[src/rtl/stream_demux.sv]
// One-to-two stream demultiplexer feeding two first-word-fallthrough FIFOs.
// Routing is either per packet (header DEST bit, held until TLAST) or per word.
module stream_demux #(
  parameter int unsigned DW          = 32,
  parameter bit          PACKET_MODE = 1'b1,
  parameter int unsigned TLAST_BIT   = DW - 1,
  parameter int unsigned DEST_BIT    = DW - 2,
  parameter int unsigned FIFO_DEPTH  = 16
) (
  input  logic          aclk,
  input  logic          areset,
  input  logic          s00_tvalid,
  output logic          s00_tready,
  input  logic [DW-1:0] s00_tdata,
  output logic          m00_tvalid,
  input  logic          m00_tready,
  output logic [DW-1:0] m00_tdata,
  output logic [15:0]   m00_pkt_count,
  output logic          m01_tvalid,
  input  logic          m01_tready,
  output logic [DW-1:0] m01_tdata,
  output logic [15:0]   m01_pkt_count,
  output logic          busy
);

  localparam int unsigned AW = $clog2(FIFO_DEPTH);
  localparam logic [AW:0] PTR_ONE  = {{AW{1'b0}}, 1'b1};
  localparam logic [AW:0] PTR_ZERO = {(AW + 1){1'b0}};

  typedef enum logic [1:0] {
    IDLE   = 2'd0,
    ROUTE0 = 2'd1,
    ROUTE1 = 2'd2
  } state_t;

  state_t        r_state;
  state_t        w_state_next;
  logic [DW-1:0] r_mem [2][FIFO_DEPTH];
  logic [AW:0]   r_wptr [2];
  logic [AW:0]   r_rptr [2];
  logic [15:0]   r_pkt_count [2];
  logic [1:0]    w_full;
  logic [1:0]    w_empty;
  logic [1:0]    w_pop;
  logic [1:0]    w_wr;
  logic [1:0]    w_tready_m;
  logic          w_target;
  logic          w_push;
  logic          w_last;
  logic          w_dest;

  assign w_last     = s00_tdata[TLAST_BIT];
  assign w_dest     = s00_tdata[DEST_BIT];
  assign w_tready_m = {m01_tready, m00_tready};

  // The extra wrap bit separates full (same index, other lap) from empty.
  for (genvar g = 0; g < 2; g++) begin : g_flags
    assign w_empty[g] = (r_wptr[g] == r_rptr[g]);
    assign w_full[g]  = (r_wptr[g][AW-1:0] == r_rptr[g][AW-1:0]) &&
                        (r_wptr[g][AW] != r_rptr[g][AW]);
    assign w_pop[g]   = w_tready_m[g] & ~w_empty[g];
  end

  // Destination of the word currently on the input.
  always_comb begin
    w_target = w_dest;
    case (r_state)
      IDLE:    w_target = w_dest;
      ROUTE0:  w_target = 1'b0;
      ROUTE1:  w_target = 1'b1;
      default: w_target = w_dest;
    endcase
  end

  assign s00_tready = ~w_full[w_target];
  assign w_push     = s00_tvalid & s00_tready & ~areset;
  assign w_wr       = {w_push & w_target, w_push & ~w_target};

  // Router next-state: a header without TLAST opens a packet, TLAST closes it.
  always_comb begin
    w_state_next = r_state;
    case (r_state)
      IDLE: begin
        if (PACKET_MODE && w_push && !w_last) begin
          w_state_next = w_dest ? ROUTE1 : ROUTE0;
        end else begin
          w_state_next = IDLE;
        end
      end
      ROUTE0, ROUTE1: begin
        if (w_push && w_last) begin
          w_state_next = IDLE;
        end else begin
          w_state_next = r_state;
        end
      end
      default: w_state_next = IDLE;
    endcase
  end

  // Router state register.
  always_ff @(posedge aclk) begin
    if (areset) begin
      r_state <= IDLE;
    end else begin
      r_state <= w_state_next;
    end
  end

  // FIFO pointers and per-output packet counters.
  always_ff @(posedge aclk) begin
    if (areset) begin
      for (int i = 0; i < 2; i++) begin
        r_wptr[i]      <= PTR_ZERO;
        r_rptr[i]      <= PTR_ZERO;
        r_pkt_count[i] <= 16'd0;
      end
    end else begin
      for (int i = 0; i < 2; i++) begin
        if (w_wr[i]) begin
          r_wptr[i] <= r_wptr[i] + PTR_ONE;
          if (w_last) begin
            r_pkt_count[i] <= r_pkt_count[i] + 16'd1;
          end
        end
        if (w_pop[i]) begin
          r_rptr[i] <= r_rptr[i] + PTR_ONE;
        end
      end
    end
  end

  // Storage is not reset; only the pointers define what is valid.
  always_ff @(posedge aclk) begin
    if (w_push) begin
      r_mem[w_target][r_wptr[w_target][AW-1:0]] <= s00_tdata;
    end
  end

  assign m00_tvalid    = ~w_empty[0];
  assign m01_tvalid    = ~w_empty[1];
  assign m00_tdata     = r_mem[0][r_rptr[0][AW-1:0]];
  assign m01_tdata     = r_mem[1][r_rptr[1][AW-1:0]];
  assign m00_pkt_count = r_pkt_count[0];
  assign m01_pkt_count = r_pkt_count[1];
  assign busy          = (r_state == ROUTE0) || (r_state == ROUTE1);

endmodule

[config.mk]
export PLATFORM = sky130hd
export DESIGN_NAME = stream_demux
export DESIGN_NICKNAME = d
export VERILOG_FILES = /design/src/rtl/stream_demux.sv
export SDC_FILE = /design/constraint.sdc
export NUM_CORES = 1
export LEC_CHECK = 0
export CAP_MARGIN = 5
export CORE_MARGIN = 1.5
export CORE_UTILIZATION = 47
export CTS_CLUSTER_DIAMETER = 120
export DETAILED_ROUTE_END_ITERATION = 8
export GPL_ROUTABILITY_DRIVEN = 0
export PLACE_DENSITY_LB_ADDON = 0.15
export SLEW_MARGIN = 0
export SYNTH_ARGS = -nofsm -noshare
export SYNTH_HDL_FRONTEND = slang
export SYNTH_SLANG_ARGS = --single-unit
[constraint.sdc]
create_clock -name aclk -period 10.5 [get_ports aclk]
set_input_delay 2.1 -clock aclk [delete_from_list [all_inputs] [get_ports aclk]]
set_output_delay 2.1 -clock aclk [all_outputs]
set_load 0.1 [all_outputs]
======== Word level (Yosys, flattened, before mapping) ========
Memories as Yosys holds them, arrays and structs flattened.
Index checks and enable logic that the tools add are counted.
cells by class
  add/sub/neg operators ................... 6
  $lt $le $gt $ge ......................... 5
  equality and inequality tests ........... 9
  muxes and demuxes ....................... 44
  bitwise gates (word level) .............. 20
  reductions and logical operators ........ 9
operator list
  operator                                                               count
  512-bit two-way mux                                                    1
  32-bit binary-select mux with 4-bit select                             2
  32-bit two-way mux                                                     5
  32-bit demux with 4-bit select                                         1
  16-bit by 1-bit adder with 16-bit output (second input constant)       2
  16-bit two-way mux                                                     2
  1-bit two-way mux                                                      24
  5-bit by 1-bit adder with 5-bit output (second input constant)         4
  5-bit two-way mux                                                      4
  5-bit >= comparator (second input constant)                            3
  4-bit inverter with 5-bit output                                       3
  5-bit == test                                                          2
  4-bit == test                                                          2
  1-bit bitwise AND                                                      6
  2-bit two-way mux                                                      3
  1-bit bitwise OR                                                       6
  1-bit logical AND                                                      5
  5-bit by 1-bit < comparator with 1-bit output (second input constant)  1
  1-bit inverter                                                         5
  2-bit one-hot mux with 2 select lines                                  1
  2-bit by 1-bit == test with 1-bit output (second input constant)       1
  2-bit == test (second input constant)                                  1
  2-bit logical NOT                                                      1
  1-bit by 2-bit < comparator with 1-bit output (second input constant)  1
  6 further kinds                                                        7
word-level totals
  bits in registers ....................... 2
  memory bits (writable) .................. 1,076
  bits of input ports ..................... 37
  output and inout bits ................... 100
  word-level logic and storage cells ...... 98
  memories ................................ 4
memories
  name         depth  bits a word  read ports  clocked after Yosys merged registers in  wr ports  RTL line  text
  r_mem        2      512          2           0                                        1         38        logic [DW-1:0] r_mem [2][FIFO_DEPTH];
  r_pkt_count  2      16           2           0                                        2         41        logic [15:0] r_pkt_count [2];
  r_rptr       2      5            2           0                                        2         40        logic [AW:0] r_rptr [2];
  r_wptr       2      5            3           0                                        2         39        logic [AW:0] r_wptr [2];

======== Logic depth before layout (Yosys ltp) ========
  word-level depth ........................ 12
  gate-level depth with buffers ........... 8
  gate-level depth less buffers ........... 7

======== Worst setup path after synthesis ========
Ideal clock, no wire load.
  path type ............................... input to register
  start point ............................. input port s00_tdata[30]
  end point ............................... memory r_mem[0][448] in the netlist's numbering, enable pin
  setup time .............................. 502 ps
  arrival ................................. 6,181 ps
  data required time ...................... 9,998 ps
  slack ................................... 3,817 ps
  stages on the path ...................... 5
  path buffers ............................ 1
  cell sequence ........................... mux2i_4 nor2_2 a221o_1 buf_4 nor4_1
on the way
  cells in the longest elaborated chain, start to end .. 8
  elaborated cells between the ends (all ways) .. 15
  those cells by class .................... 2 x order compare; 7 x mux; 4 x bitwise; 1 x reduce/logical; 1 x memory
ends and longest elaborated chain
  item                                                                                         RTL line  text
  start: declaration                                                                           14        input logic [DW-1:0] s00_tdata,
  1-bit one-hot mux with 2 select lines *                                                      67        case (r_state)
  memory 2 x 5 bit or 1-bit two-way mux (tied branches)                                        n/a
  4-bit inverter with 5-bit output (implied by the code) or 1-bit two-way mux (tied branches)  136, 75
  5-bit >= comparator (implied by the code), or another cell as far along                      136       r_mem[w_target][r_wptr[w_target][AW-1:0]] <= s00_tdata;
  1-bit logical AND (implied by the code) or 1-bit bitwise AND (tied branches)                 136, 76
  32-bit two-way mux (implied by the code) or 1-bit bitwise AND (tied branches)                136, 76
  32-bit demux with 4-bit select or 1-bit two-way mux (tied branches)                          136, 135
  512-bit two-way mux (implied by the code)                                                    136
  end: declaration                                                                             38
Mark *: on every way between the ends. The rest lies on a longest branch, timed or not. The select of a mux whose other input is x is not followed.

==> results.cfg <==
[layout]
drive_above_1_share = 0.274
final_common_cell = edfxtp_1
nNetsFinal = 1977
fillers = 6480
insertedDiodeCount = 0
area_growth_pct = 15.1
mostFrequentLayoutCells = edfxtp_1 (1076), mux4_2 (320), clkdlybuf4s50_1 (136), clkbuf_16 (107), nor2_1 (56)

[timing]
max_slew_margin = 0.158
slew_viol_final = 0
skew_ps = 19.1
whs_ps = 497
rsz0062_at_grt = no
finalSetupViolations = 0
max_slew.worst_pin.slew_ps = 1260
finalCriticalPeriod_ps = 6860
post-route-period-util = 0.654
tns_ps = 0
finalHoldViolCount = 0
fmax_ghz = 0.146

[cts]
htreeDepth = 3
cts_resized = 0
cts_hold_repair.buffers = 0
clock_sinks = 1078
clk_pin_slew_worst_paths_ps = 60
insertion_delay_ps = 650
cts-root-buf = clkbuf_16
cts_tree = built
numCtsBuffers = 105
cts_setup_buffers = 0
cts_buffer_depth = 3

[job]
drv_cap = 0

[place]
dp_hpwl_mm = 42.6
portBuffers = 136

[worst_setup_path]
crit_path_end_kind = output pin
worstPathArrival_ps = 4760
crit_fanout = 71
start_kind = register
critical_path_class = register to output pin
required_ps = 8400

[synth]
ys_types = 38
synth-main-ff-cell = edfxtp_1
ys_ff_latch = 1078
synthArstFlopShare = 0
syn-num-nets = 1772
yosysWarnings = 0
avgSynthCellArea_sq_um = 24.0
synth-seq-area-share = 0.781
syn_inst = 1727
synth_edf_count = 1076
netlist_area_sq_um = 41400

[route]
drt-total-wl_mm = 88.2
vias_per_cell = 5.84
first_pass_iters = 5
drt_iter0_markers = 1818
wl_per_cell_um = 27.8
drc_errors = 0
ant_nets = 0
detailroute.via_count = 18500

[power_and_ir_drop]
powerDensity_nw_per_um2 = 208
peakVddDrop_uv = 162
p_leak_nw = 14.5

[grt]
grt_pass1_wl_mm = 130
grt.total_usage = 0.200
first_global_vias = 19300
grt_max_degree = 132
antenna_found_initial = 0
grt_remaining_overflow = 0

[die]
fp.dieW_um = 300
pin_count = 137
die_h_um = 300
start_util = 0.476
coreArea_sq_um = 87000
rows = 108
die_area_sq_um = 90000

[outcome]
status = finished, final reports clean

[min_path]
hold_path.class = register to register
-- cells in the mapped netlist, types with 3 or more instances --
cell      count  share of area
ha_1          8         0.0024
buf_2        36         0.0043
buf_4         3        0.00054
a21o_1        3        0.00054
buf_1        11         0.0010
clkbuf_1     35         0.0032
xor2_1       29         0.0061
or3_1         4        0.00060
mux4_2      320           0.17
xnor2_1      21         0.0044
nand3_1      23         0.0028
and2_1        3        0.00045
and3_1       11         0.0017
nor3_1        6        0.00072
nand2b_1      3        0.00045
nand2_1      15         0.0014
nand4_1       4        0.00060
inv_1         7        0.00063
nor2_1       84         0.0076
edfxtp_1   1076           0.78
-- final timing paths --
| check | from | to | slack, ps | cells after the start |
|---|---|---|---|---|
| worst min-delay path | r_state[0]$_SDFFE_PP0P_ | r_state[0]$_SDFFE_PP0P_ | 500 | 1 |
| worst min register to register | r_state[0]$_SDFFE_PP0P_ | r_state[0]$_SDFFE_PP0P_ | 500 | 1 |
| worst max register to register | r_rptr[0][0]$_SDFFCE_PN0P_ | r_mem[1][259]$_DFFE_PP_ | 6020 | 8 |
| worst max-delay path | r_rptr[0][1]$_SDFFCE_PN0P_ | m00_tdata[0] | 3640 | 5 |
-- per-stage QoR --
stage / instance area (sq um) / utilization / total power [mW] / worst slack, ps / cells
2_1_floorplan: 41400 / - / 6.09 / 3820 / 1727
3_5_place_dp: 44500 / 0.511 / 6.51 / 3620 / 2980
4_1_cts: 47700 / 0.548 / 10.0 / 3590 / 3169
3_3_place_gp: 44500 / 0.511 / 6.50 / 3690 / 2980
6_report: 47700 / 0.548 / 9.93 / 3640 / 3169
5_1_grt: 47700 / 0.548 / 10.2 / 3430 / 3169
-- final cells by class --
type,instances,area [sq um],share of cell area
clock inverter,61,443,0.00929
clock buffer,128,2760,0.0578
sequential,1078,32400,0.678
multi-input combinational,557,8920,0.187
tap,1155,1450,0.0303
timing repair buffer,183,1750,0.0367
inverter,7,26.3,0.000551
-- sequential cells by signal, indices dropped and copies added (netlist names) --
| signal | flops |
|---|---|
| r_rptr | 10 |
| r_pkt_count | 32 |
| r_wptr | 10 |
| r_mem | 1024 |
| r_state | 2 |
-- cell families (layout without fill, tap and decap cells) --
| group | after synthesis | in the layout | synth area share |
|---|---|---|---|
| buffers and inverters | 92 | 379 | 0.00969 |
| and+or+nand+nor | 164 | 164 | 0.0186 |
| adders and majority gates | 8 | 8 | 0.00242 |
| xor gates and xnor gates | 50 | 50 | 0.0106 |
| muxes | 323 | 323 | 0.175 |
| DFF | 1078 | 1078 | 0.781 |
| AOI/OAI and AO/OA | 12 | 12 | 0.00293 |
-- power by group --
| part | internal, mW | switching (mW) |
|---|---|---|
| clock | 2.00 | 1.53 |
| sequential | 4.79 | 0.0219 |
| combinational | 0.524 | 1.07 |
-- worst max-delay path: stages, from the launching register on --
cell	delay (ps)
edfxtp_1	330
buf_4	710
buf_4	950
mux4_2	420
mux4_2	540
clkdlybuf4s50_1	1000
-- metal layers --
layer | share of wire | global-route usage | up-vias
met5 | 0 | 0 | -
met4 | 0.015 | 0.0459 | 0
met3 | 0.051 | 0.0257 | 103
met2 | 0.51 | 0.334 | 533
met1 | 0.43 | 0.283 | 10100
li1 | - | - | 7770
No activity file was read; power rests on OpenSTA's default activity.
==> RTL edit, RTL diff (same settings) <==
Put a register stage on the outputs `m00_pkt_count` and `m01_pkt_count`, cleared by the reset. The values now appear one clock later. The other outputs are not delayed to match.
--- a/src/rtl/stream_demux.sv
+++ b/src/rtl/stream_demux.sv
@@ -143,4 +143,11 @@
   assign m01_tdata     = r_mem[1][r_rptr[1][AW-1:0]];
-  assign m00_pkt_count = r_pkt_count[0];
-  assign m01_pkt_count = r_pkt_count[1];
+  always_ff @(posedge aclk) begin
+    if (areset) begin
+      m00_pkt_count <= '0;
+      m01_pkt_count <= '0;
+    end else begin
+      m00_pkt_count <= r_pkt_count[0];
+      m01_pkt_count <= r_pkt_count[1];
+    end
+  end
   assign busy          = (r_state == ROUTE0) || (r_state == ROUTE1);
Check against the original RTL: not settled (the Yosys comparison gave no result); the edit may change what the design does.
==> RTL edit against the unedited design <==
  * Power is 4.0% higher
  * Sequential power is 3% higher
  * Largest power group unchanged
  * Routed wire length is 3.2% higher
  * Area after synthesis is 2.2% higher
  * Clock power is 7.6% higher
  * Final cell count is 3.0% higher
  * Design area is 2.5% higher
  * Core utilization is 0.25 points higher
  * Sequential cell count is 32 higher
  * Setup slack worse by 4.4 ps
==> RTL edit: results (changes against the unedited design) <==
| Metric | Value |
|---|---|
| Status | `finished, final reports clean (unchanged)` |
| Slowest CP cell | `edfxtp_1 (was clkdlybuf4s50_1)` |
| Net count reported at finish | `2053 (was 1977)` |
| Placed Area | `0.0454 mm² (was 0.0445 mm²)` |
| Clock buffer count from CTS | `110 (was 105)` |
| Layout cells sized above 1 | `0.270 (was 0.274)` |
| Synth area leaders | `edfxtp_1 (76%), mux4_2 (17%), dfxtp_1 (1.6%) (was edfxtp_1 (78%), mux4_2 (17%), nor2_1 (0.76%))` |
| Leakage | `15.0 nW (was 14.5 nW)` |
| First-pass GRT wire length | `134000 µm (was 130000 µm)` |
| Post-synthesis mux area share | `0.171 (was 0.175)` |
| Number of global-route vias before repair | `20500 (was 19300)` |
| Worst vdd ir | `127 µV (was 162 µV)` |
| CTS clk-pin slew, worst paths | `60 ps (about the same)` |
| Post-synthesis xor/xnor area fraction | `0.0103 (was 0.0106)` |
| Final Skew | `21.2 ps (was 19.1 ps)` |
| Mapped Cells | `1799 (was 1727)` |
| Actual slew at the worst max-slew pin | `1270 ps (was 1260 ps)` |
| Worst path arrival time | `4770 ps (was 4760 ps)` |
| Via Count | `19100 (was 18500)` |
| Register area share after synthesis | `0.779 (was 0.781)` |
| Clk Latency, worst-skew pair | `670 ps (was 650 ps)` |
| Inst Count DP | `3061 (was 2980)` |
| Top cells by count, synth | `edfxtp_1 (1076), mux4_2 (320), nor2_1 (86) (was edfxtp_1 (1076), mux4_2 (320), nor2_1 (84))` |
| Yosys cell types | `39 (was 38)` |
| Wirelength per Cell | `27.9 µm (was 27.8 µm)` |
| Internal | `7.64 mW (was 7.31 mW)` |
| Largest net degree at the start of global routing | `131 (was 132)` |
| GRT Resource Usage Total | `0.203 (was 0.200)` |
| Fillers | `6557 (was 6480)` |
| CP max FO | `44 (was 71)` |
| Adder-Cell Fraction of Synth Area | `0.00236 (was 0.00242)` |
| Compound-Gate Fraction of Synth Area | `0.00260 (was 0.00293)` |
| Crit path largest cell delay | `1020 ps (was 1000 ps)` |
| DR iter-0 viols | `1731 (was 1818)` |
[RTL edit: cell count changes in the layout (fill, tap and decap cells not counted), sizes merged, moves of 3 or more]
cell / delta
nor2b: +31
clkinv: +7
dfxtp: +32
inv: +3
nand2: +5
bufinv: +4
[RTL edit: worst register-to-register path, cell delays in order, from the launching register on]
cell	delay (ps)
edfxtp_1	990
buf_4	590
xor2_1	240
nor4_2	110
a221oi_2	810
nand3_1	870
nor2_4	290
buf_4	600
[RTL edit: path summary, 6_finish.rpt]
kind,startpoint,endpoint,slack (ps),cells past startpoint
max,r_rptr[0][0]$_SDFFCE_PN0P_,m00_tdata[3],3630,4
max reg2reg,r_rptr[0][8]$_SDFFCE_PN0P_,r_mem[0][237]$_DFFE_PP_,5590,7
min,r_state[0]$_SDFFE_PP0P_,r_state[0]$_SDFFE_PP0P_,510,1
min reg2reg,r_state[0]$_SDFFE_PP0P_,r_state[0]$_SDFFE_PP0P_,510,1
[RTL edit: layout make-up]
class                   instances  area (µm²)  area share
flip-flops and latches       1110       33000       0.675
clock inverters                74         607      0.0124
multi-input cells             594        9130       0.187
clock buffers                 130        2890      0.0592
repair buffers                185        1770      0.0361
inverters                       7        26.3    0.000538
well taps                    1165        1460      0.0298
[RTL edit: power by group through the flow]
stage | sequential [mW] | combinational [mW] | clock, mW
6_report | 4.95 | 1.57 | 3.80
5_1_grt | 4.95 | 1.64 | 4.04
4_1_cts | 4.95 | 1.60 | 3.88
3_5_place_dp | 5.04 | 1.59 | 0
3_3_place_gp | 5.04 | 1.58 | 0
2_1_floorplan | 5.06 | 1.15 | 0
[RTL edit: layer usage]
metal / wire length, µm / track usage
met3: 4390 / 0.0290
met4: 1650 / 0.0522
met5: 0 / 0
met1: 39000 / 0.285
met2: 46000 / 0.336
